File: src/rtl/game_pkg.sv
// Purpose: shared constants, collision-nibble bit indices and detector FSM encoding.
// Latency: n/a (declarations and a pure helper only).
// Backpressure: n/a.
package game_pkg;

    // Board and tank geometry, in pixels
    localparam int BOARD_W_PX  = 640;
    localparam int BOARD_H_PX  = 480;
    localparam int TANK_HALF_W = 8;
    localparam int TANK_H      = 8;

    // Samples after arm rise during which the shooter's own tank is masked
    localparam int GRACE = 4;

    // Projectile position is 10.8 fixed point
    localparam int FRAC  = 8;
    localparam int POS_W = 18;
    localparam int PX_W  = 10;

    // Collision nibble bit positions
    localparam int CLIDE_TANK0   = 3;
    localparam int CLIDE_TANK1   = 2;
    localparam int CLIDE_TERRAIN = 1;
    localparam int CLIDE_CLEAR   = 0;

    typedef enum logic [1:0] {
        ST_IDLE = 2'd0,
        ST_ADDR = 2'd1,
        ST_WAIT = 2'd2,
        ST_EVAL = 2'd3
    } det_state_t;

    // Integer pixel part of a fixed-point coordinate (fraction is truncated)
    function automatic logic [PX_W-1:0] to_px(input logic [POS_W-1:0] pos);
        return pos[POS_W-1:FRAC];
    endfunction

endpackage

File: src/rtl/hitbox_check.sv
// Purpose: tests whether a pixel lies inside one tank's rectangular hit box.
// Latency: combinational.
// Backpressure: none.
//
// Ports: px/py = projectile pixel; tank_x/tank_y = tank base centre; hit = inside box.
// Box spans x in [tank_x-HALF_W, tank_x+HALF_W] and y in [tank_y-HEIGHT, tank_y].
module hitbox_check
    import game_pkg::*;
#(
    parameter int HALF_W = TANK_HALF_W,
    parameter int HEIGHT = TANK_H
) (
    input  logic [PX_W-1:0] px,
    input  logic [PX_W-1:0] py,
    input  logic [PX_W-1:0] tank_x,
    input  logic [PX_W-1:0] tank_y,
    output logic            hit
);

    localparam logic [PX_W:0] HW_E = (PX_W+1)'(HALF_W);
    localparam logic [PX_W:0] H_E  = (PX_W+1)'(HEIGHT);

    logic [PX_W:0] px_e;
    logic [PX_W:0] py_e;
    logic [PX_W:0] tx_e;
    logic [PX_W:0] ty_e;
    logic [PX_W:0] x_lo;
    logic [PX_W:0] x_hi;
    logic [PX_W:0] y_lo;

    // One extra bit so tank_x + HALF_W cannot wrap; lower bounds clamp at 0
    always_comb begin
        px_e = {1'b0, px};
        py_e = {1'b0, py};
        tx_e = {1'b0, tank_x};
        ty_e = {1'b0, tank_y};
        x_lo = (tx_e >= HW_E) ? (tx_e - HW_E) : '0;
        x_hi = tx_e + HW_E;
        y_lo = (ty_e >= H_E) ? (ty_e - H_E) : '0;
        hit  = (px_e >= x_lo) && (px_e <= x_hi) && (py_e >= y_lo) && (py_e <= ty_e);
    end

endmodule

File: src/rtl/impact_detector.sv
// Purpose: samples the projectile position and classifies it against terrain and both tanks.
// Latency: sample_req at cycle N -> result_valid pulse and new clide_state at N+3.
// Backpressure: sample_req is dropped while busy or while arm is low; nothing is queued.
//
// Ports:
//   clock_50m, rst            clock, synchronous active-high reset
//   arm, shooter              projectile in flight; which tank fired (0/1)
//   sample_req, pos_x, pos_y  evaluate request and 10.8 fixed-point position
//   tankN_x, tankN_y          tank base centres in pixels
//   terrain_addr/height       external ROM, 1-cycle read latency
//   busy, result_valid        evaluation in progress; one-cycle result strobe
//   clide_state               {tank0 hit, tank1 hit, terrain hit, clear}
module impact_detector
    import game_pkg::*;
#(
    parameter int BOARD_W_PX  = game_pkg::BOARD_W_PX,
    parameter int BOARD_H_PX  = game_pkg::BOARD_H_PX,
    parameter int TANK_HALF_W = game_pkg::TANK_HALF_W,
    parameter int TANK_H      = game_pkg::TANK_H,
    parameter int GRACE       = game_pkg::GRACE
) (
    input  logic             clock_50m,
    input  logic             rst,
    input  logic             arm,
    input  logic             shooter,
    input  logic             sample_req,
    input  logic [POS_W-1:0] pos_x,
    input  logic [POS_W-1:0] pos_y,
    input  logic [PX_W-1:0]  tank0_x,
    input  logic [PX_W-1:0]  tank0_y,
    input  logic [PX_W-1:0]  tank1_x,
    input  logic [PX_W-1:0]  tank1_y,
    output logic [7:0]       terrain_addr,
    input  logic [PX_W-1:0]  terrain_height,
    output logic             busy,
    output logic             result_valid,
    output logic [3:0]       clide_state
);

    localparam int GW = $clog2(GRACE + 1);

    det_state_t     state;
    logic           arm_q;
    logic [GW-1:0]  grace_cnt;
    logic           shooter_q;
    logic [PX_W-1:0] px_q;
    logic [PX_W-1:0] py_q;
    logic [PX_W-1:0] t0x_q;
    logic [PX_W-1:0] t0y_q;
    logic [PX_W-1:0] t1x_q;
    logic [PX_W-1:0] t1y_q;

    logic [PX_W-1:0] px_in;
    logic [PX_W-1:0] py_in;
    logic            hit0;
    logic            hit1;
    logic            in_board;
    logic            terr_hit;
    logic            grace_on;
    logic            t0_hit;
    logic            t1_hit;
    logic [3:0]      clide_nxt;

    assign px_in = to_px(pos_x);
    assign py_in = to_px(pos_y);

    hitbox_check #(.HALF_W(TANK_HALF_W), .HEIGHT(TANK_H)) u_hit0 (
        .px     (px_q),
        .py     (py_q),
        .tank_x (t0x_q),
        .tank_y (t0y_q),
        .hit    (hit0)
    );

    hitbox_check #(.HALF_W(TANK_HALF_W), .HEIGHT(TANK_H)) u_hit1 (
        .px     (px_q),
        .py     (py_q),
        .tank_x (t1x_q),
        .tank_y (t1y_q),
        .hit    (hit1)
    );

    // Result is formed in WAIT, where terrain_height is the ROM word for the
    // latched column, so it is registered straight into clide_state.
    always_comb begin
        in_board = ({1'b0, px_q} < (PX_W+1)'(BOARD_W_PX)) &&
                   ({1'b0, py_q} < (PX_W+1)'(BOARD_H_PX));
        terr_hit = ({1'b0, py_q} >= {1'b0, terrain_height});
        grace_on = (grace_cnt < GW'(GRACE));
        // Shell leaving the barrel overlaps its own tank for the first samples
        t0_hit   = hit0 && !(grace_on && !shooter_q);
        t1_hit   = hit1 && !(grace_on &&  shooter_q);
        clide_nxt = '0;
        if (in_board) begin
            clide_nxt[CLIDE_TANK0]   = t0_hit;
            clide_nxt[CLIDE_TANK1]   = t1_hit;
            clide_nxt[CLIDE_TERRAIN] = terr_hit;
            clide_nxt[CLIDE_CLEAR]   = !(t0_hit || t1_hit || terr_hit);
        end
    end

    always_ff @(posedge clock_50m) begin
        if (rst) begin
            state        <= ST_IDLE;
            arm_q        <= 1'b0;
            grace_cnt    <= '0;
            shooter_q    <= 1'b0;
            px_q         <= '0;
            py_q         <= '0;
            t0x_q        <= '0;
            t0y_q        <= '0;
            t1x_q        <= '0;
            t1y_q        <= '0;
            terrain_addr <= '0;
            busy         <= 1'b0;
            result_valid <= 1'b0;
            clide_state  <= 4'b0001;
        end else begin
            arm_q        <= arm;
            result_valid <= 1'b0;
            if (!arm) begin
                // Projectile gone: abandon any evaluation, no strobe
                state       <= ST_IDLE;
                busy        <= 1'b0;
                clide_state <= 4'b0001;
            end else begin
                if (!arm_q) begin
                    grace_cnt <= '0;
                end else if (state == ST_WAIT && grace_cnt < GW'(GRACE)) begin
                    grace_cnt <= grace_cnt + 1'b1;
                end
                case (state)
                    ST_IDLE: begin
                        if (sample_req) begin
                            px_q         <= px_in;
                            py_q         <= py_in;
                            t0x_q        <= tank0_x;
                            t0y_q        <= tank0_y;
                            t1x_q        <= tank1_x;
                            t1y_q        <= tank1_y;
                            shooter_q    <= shooter;
                            // Address goes out with the latch so the ROM reads during ADDR
                            terrain_addr <= px_in[PX_W-1:2];
                            busy         <= 1'b1;
                            state        <= ST_ADDR;
                        end
                    end
                    ST_ADDR: begin
                        state <= ST_WAIT;
                    end
                    ST_WAIT: begin
                        clide_state  <= clide_nxt;
                        result_valid <= 1'b1;
                        state        <= ST_EVAL;
                    end
                    ST_EVAL: begin
                        busy  <= 1'b0;
                        state <= ST_IDLE;
                    end
                    default: begin
                        busy  <= 1'b0;
                        state <= ST_IDLE;
                    end
                endcase
            end
        end
    end

endmodule

File: config.mk
export PLATFORM = sky130hd
export DESIGN_NAME = impact_detector
export DESIGN_NICKNAME = d
export VERILOG_FILES = /design/src/rtl/game_pkg.sv /design/src/rtl/hitbox_check.sv /design/src/rtl/impact_detector.sv
export SDC_FILE = /design/constraint.sdc
export NUM_CORES = 1
export LEC_CHECK = 0
export CORE_ASPECT_RATIO = 1.1
export CORE_MARGIN = 2
export CORE_UTILIZATION = 30
export CTS_BUF_LIST = sky130_fd_sc_hd__clkbuf_4
export DETAILED_ROUTE_END_ITERATION = 12
export PLACE_DENSITY = 0.55
export SYNTH_ARGS = -nofsm -noshare
export SYNTH_HDL_FRONTEND = slang
export SYNTH_HIERARCHICAL = 1
export SYNTH_SLANG_ARGS = --single-unit
File: constraint.sdc
create_clock -name clock_50m -period 6.9 [get_ports clock_50m]
set_input_delay 1.38 -clock clock_50m [delete_from_list [all_inputs] [get_ports clock_50m]]
set_output_delay 1.38 -clock clock_50m [all_outputs]
set_load 0.05 [all_outputs]
## Word level (Yosys, flattened, before mapping)

Index checks and enable logic that the tools add are counted.

| cells by class | value |
|---|---|
| reduce and logical (&&, ||, !) cells | 24 |
| multiply operators | 0 |
| bitwise gates (word level) | 1 |
| shift-type cells | 0 |
| divide/modulo/power cells | 0 |
| multiplexer cells | 12 |
| $add $sub $neg | 7 |
| equality and inequality tests | 5 |
| magnitude comparators | 16 |

Operators with widths:

| kind | count |
|---|---|
| $ge 10x11->1 | 4 |
| $mux 11 | 4 |
| $sub 10x4->11 const B | 4 |
| $ge 10x4->1 const B | 4 |
| $add 10x4->11 const B | 2 |
| $le 10x11->1 | 2 |
| $le 10x10->1 | 2 |
| $logic_and 1x1->1 | 12 |
| $ge 10x10->1 | 1 |
| $lt 10x10->1 const B | 1 |
| $lt 10x9->1 const B | 1 |
| $pmux 2 s4 | 1 |
| $mux 3 | 2 |
| $eq 2x2->1 const B | 2 |
| $logic_not 1->1 | 4 |
| $mux 4 | 1 |
| $reduce_and 2->1 | 2 |
| $add 3x1->3 const B | 1 |
| $lt 3x3->1 const B | 1 |
| $reduce_and 3->1 | 1 |
| $eq 2x1->1 const B | 1 |
| $logic_not 2->1 | 1 |
| $logic_or 1x1->1 | 2 |
| $mux 1 | 2 |
| 7 further kinds | 7 |

| word-level totals | value |
|---|---|
| bits in writable memories | 0 |
| logic and storage cells | 79 |
| memories | 0 |
| bits in registers | 81 |
| output and inout bits | 14 |
| latch bits | 0 |
| bits of input ports | 91 |
| bits in read-only memories | 0 |

## Depth between registers and ports, before layout

| logic depth | value |
|---|---|
| depth after elaboration | 11 |
| mapped depth | 16 |
| mapped depth without buffers | 16 |

## Cells and area by module

The synthesis kept the hierarchy.

By module, submodules not included:

| module | area an instance (um2) | cells each | times used |
|---|---|---|---|
| impact_detector | 2936.6 | 365 | 1 |
| hitbox_check at u_hit0 | 1348.8 | 185 | 1 |
| hitbox_check at u_hit1 | 1346.3 | 182 | 1 |

## Worst setup path after synthesis

No wires, ideal clock.

| timing | value |
|---|---|
| kind | reg2reg |
| start | register t0y_q[7] |
| end | register clide_state[0] |
| stages on the path, launching flop included | 17 |
| clock period less this slack | 3.203 ns |
| data arrival time | 3.081 ns |
| setup slack | 3.697 ns |
| setup time | 0.122 ns |
| cells stage by stage | dfxtp_1 or3_4 nor2_4 nand2_2 or3_1 buf_6 and2_4 ha_1 nand2b_1 a211oi_1 o311ai_0 a211oi_1 nor4_1 o21a_1 a21oi_1 and2_1 a221o_1 |

| on the way | value |
|---|---|
| longest elaborated chain between the ends | 10 |
| elaborated cells between the ends (all ways) | 12 |
| those cells by class | add/sub: 1; order compare: 3; mux: 2; reduce/logical: 6 |

RTL lines:

| what | line | source |
|---|---|---|
| start, declared | impact_detector.sv:49 | `logic [PX_W-1:0] t0y_q;` |
| start signal, assigned | impact_detector.sv:138 | `t0y_q <= tank0_y;` |
| $sub 10x4->11 or $ge 10x4->1 (tied branches) | hitbox_check.sv:39 | `y_lo = (ty_e >= H_E) ? (ty_e - H_E) : '0;` |
| $mux 11 | hitbox_check.sv:39 |  |
| $ge 10x11->1 | hitbox_check.sv:40 | `hit = (px_e >= x_lo) && (px_e <= x_hi) && (py_e >= y_lo) && (py_e <= ty_e);` |
| $logic_and 1x1->1 | hitbox_check.sv:40 |  |
| $logic_and 1x1->1 (*) | hitbox_check.sv:40 |  |
| net hit0 | impact_detector.sv:55 | `logic hit0;` |
| $logic_and 1x1->1 (*) | impact_detector.sv:91 | `t0_hit = hit0 && !(grace_on && !shooter_q);` |
| $logic_or 1x1->1 (*) (2 in a row) | impact_detector.sv:98 | `clide_nxt[CLIDE_CLEAR] = !(t0_hit \|\| t1_hit \|\| terr_hit);` |
| $logic_not 1->1 (*) | impact_detector.sv:98 |  |
| $mux 4 (*) | impact_detector.sv:94 | `if (in_board) begin` |
| end signal, assigned | impact_detector.sv:152 | `clide_state <= clide_nxt;` |
| end, declared | impact_detector.sv:37 | `output logic [3:0] clide_state` |

The timed path passes the listed nets; every way through them passes the cells marked *.
A chain may end at the register's enable or synchronous reset.

## Worst setup path after layout

Same ends and word-level chain as after synthesis.

==> impl_results.md <==
* Total global routing overflow at 0
* Root Driver: clkbuf_4
* First-pass GRT wire length at 24,900 um
* Post-cts resize count at 0
* CTS buffer count at 9
* Worst-path cell chain: or3_4, nor2_4, nand2_2, or3_1, and2_4, ha_1, nand2b_1, a211oi_1, o311ai_0, a211oi_1, nor4_1, o21a_1, a21oi_1, and2_1, a221o_1
* Die height at 147.7 um
* Largest net degree at the start of global routing at 64
* Vias per cell at 4.823
* Arrival @ worst endpoint at 4.11 ns
* Synth area leader: dfxtp_1
* Die X at 134.6 um
* Adder-cell area share of the yosys netlist at 22.22%
* Post-Synth Simple-Gate Area at 24.91%
* Total number of vias at 5,055
* IO Port Bufs at 88
* CP max-delay cell: or3_1
* Drt first pass iters at 5
* Initial Util at 30.59%
* Largest family of logic cells by synthesized area: simple AND/OR/NAND/NOR gates
* CTS H-tree lvls at 3
* Syn Area/Cell at 7.694 um2
* Flop-to-flop setup slack at 3.16 ns
* Area Growth Syn to Fin at 20.77%
* Worst-case vdd ir drop at 0.00007590 V
* CTS tree: done
* Post-synth EDFFs at 0
* Worst Clk Skew at 0.01550 ns
* Period minus WS final at 3.738 ns
* Fillers at 1,963
* Post-synthesis mux area share at 0.3555%
* Setup Buffers After CTS at 0
* Share of cells above drive strength 1 at 4.359%
* Async SR Flop Fraction at 0%
* WL final at 15,200 um
* Multi-input logic area at 0.003781 mm2
* Minimum hold slack at 0.4814 ns
* Setup violations, final at 0
* Register area share after synthesis at 25.95%
* Synth Area in Compound Gates at 15.35%
* Clock Latency Late Sink at 0.46 ns
* Core Rows at 52
* Worst hold path type: reg2reg
* Core Box Area at 0.01841 mm2
* Setup_tns at 0 ns
* Clk slew on worst S/H paths at 0.14 ns
* Achievable clock frequency at 267.5 MHz
* Post-synth top area share at 25.95%
* Worst Setup Path Type: reg2reg
* P_leak at 2.754 nW
* Most frequent cell after synthesis: nand2_1
* Unrepaired setup endpoints after global routing: no
* Post-synth cell types at 53
* CP Data Required Time at 7.27 ns
* Maximum net fanout on the critical path at 9
* Vias in the first global route at 4,929
* Max incr delay on CP at 0.49 ns
* Synth Instances at 732
* Final ANT Viol Nets at 0
* GPL Wtd Cong at 0.8202
* Commonest cells post-synth: nand2_1, ha_1, a21oi_1, dfxtp_1, inv_1
* CTS max path bufs at 2
* Gr usage total at 15.80%
* Mapped Area at 0.005632 mm2
* Prevailing post-synth register cell: dfxtp_1
* Max_slew headroom at 50.42%
* Clock Sinks at 73
* Crit path launch type: flop
* Synth area leaders: dfxtp_1, ha_1, nand2_1
* Synth warn at 6
* Synth Area in XOR/XNOR at 4.199%
* CP endpoint kind: flop
* Fin. Hold Viols at 0
* Least-Margin Pin Slew at 0.7437 ns
* Final slew viol count at 0
* IO Pins at 105
* Die ar. at 0.01989 mm2
* Status: finished clean
* Register area at 0.001461 mm2
* Crit-path most repeated cell: a211oi_1
* Initial antenna violation count at 2
* Mean routed wirelength per cell at 14.50 um
* Tcrit/Tclk final at 54.18%
* Post-synth net total at 923
* PwrDens at 169.2 mW/mm2
* Hpwl dp at 11,180 um
* Fin nets at 990
* Hold buffers post-CTS at 0
* Starting DRC count in detailed routing at 215
* #FFs+latches synth at 73
* Max-cap viol count at 0
* DRC at 0
-- per-stage QoR --
stage,cells,util (%),instance area (um2),setup slack (ns),total power [mW]
3_3_place_gp,1031,36.04,6636,3.111,0.8351
2_1_floorplan,732,-,5632,3.697,0.7306
5_1_grt,1048,36.94,6802,2.864,1.234
4_1_cts,1046,36.91,6797,3.115,1.168
3_5_place_dp,1031,36.04,6636,3.134,0.8376
6_report,1048,36.94,6802,3.162,1.151
-- placed cells by master, fill, tap and decap left out, types with 3 or more instances in the layout --
master,instances
a21oi_1,88
nand3_1,20
o21ai_0,14
buf_4,3
dfxtp_1,73
ha_1,100
a211oi_1,11
and3_1,3
o211ai_1,4
xor2_1,15
nand4_1,14
xnor2_1,12
clkdlybuf4s50_1,87
nor4_1,11
or3_1,5
nand2b_1,9
nor3b_1,4
nand2_1,170
nor2_1,24
o21a_1,5
clkbuf_4,9
nand3b_1,3
nor3_1,13
and4_1,3
inv_1,50
a21o_1,6
-- sequential cells by signal (all words and copies together), names as in the netlist --
name and cells:
arm_q 1, busy 1, clide_state 4, grace_cnt 3, px_q 2, py_q 10, result_valid 1, shooter_q 1
state 2, t0x_q 10, t0y_q 10, t1x_q 10, t1y_q 10, terrain_addr 8
-- path summary, 6_finish.rpt --
kind,start,to,depth (start not counted)
max,t0y_q[7],clide_state[0],15
max reg2reg,t0y_q[7],clide_state[0],15
min,px_q[0],px_q[0],2
min reg2reg,px_q[0],px_q[0],2
-- critical path, delay by kind of cell (launching register included) --
| family | cells | cell delay (ns) |
|---|---|---|
| DFF | 1 | 0.37 |
| adders and majority gates | 1 | 0.25 |
| and+or+nand+nor | 8 | 1.87 |
| AOI/OAI and AO/OA | 6 | 1.16 |
-- layout make-up --
type,instances,area share (%)
tap,243,4.470
timing repair buffer,91,13.21
clock inverter,6,1.361
clock buffer,9,0.9934
inverter,51,2.815
sequential,73,21.49
antenna,2,0.07358
multi-input combinational,573,55.59
-- metal layers --
metal	GRT usage, %	vias up	wire length (um)
met4	4.316	0	213
met2	26.85	84	7176
met3	2.778	12	650
met1	20.55	2285	7157
li1	-	2674	-
met5	0	-	0
-- cell families (layout without fill, tap and decap cells) --
group	after synthesis	after routing
AOI/OAI and AO/OA	146	146
xor gates and xnor gates	27	27
adders and majority gates	100	100
buffers and inverters	86	157
DFF	73	73
muxes	2	2
other	0	2
and+or+nand+nor	298	298
-- where the power goes --
part | switching [mW] | total [mW] | internal (mW)
clock | 0.176 | 0.323 | 0.146
combinational | 0.183 | 0.353 | 0.170
sequential | 0.0346 | 0.475 | 0.440
total | 0.394 | 1.15 | 0.756
No activity file was read; power rests on OpenSTA's default activity.
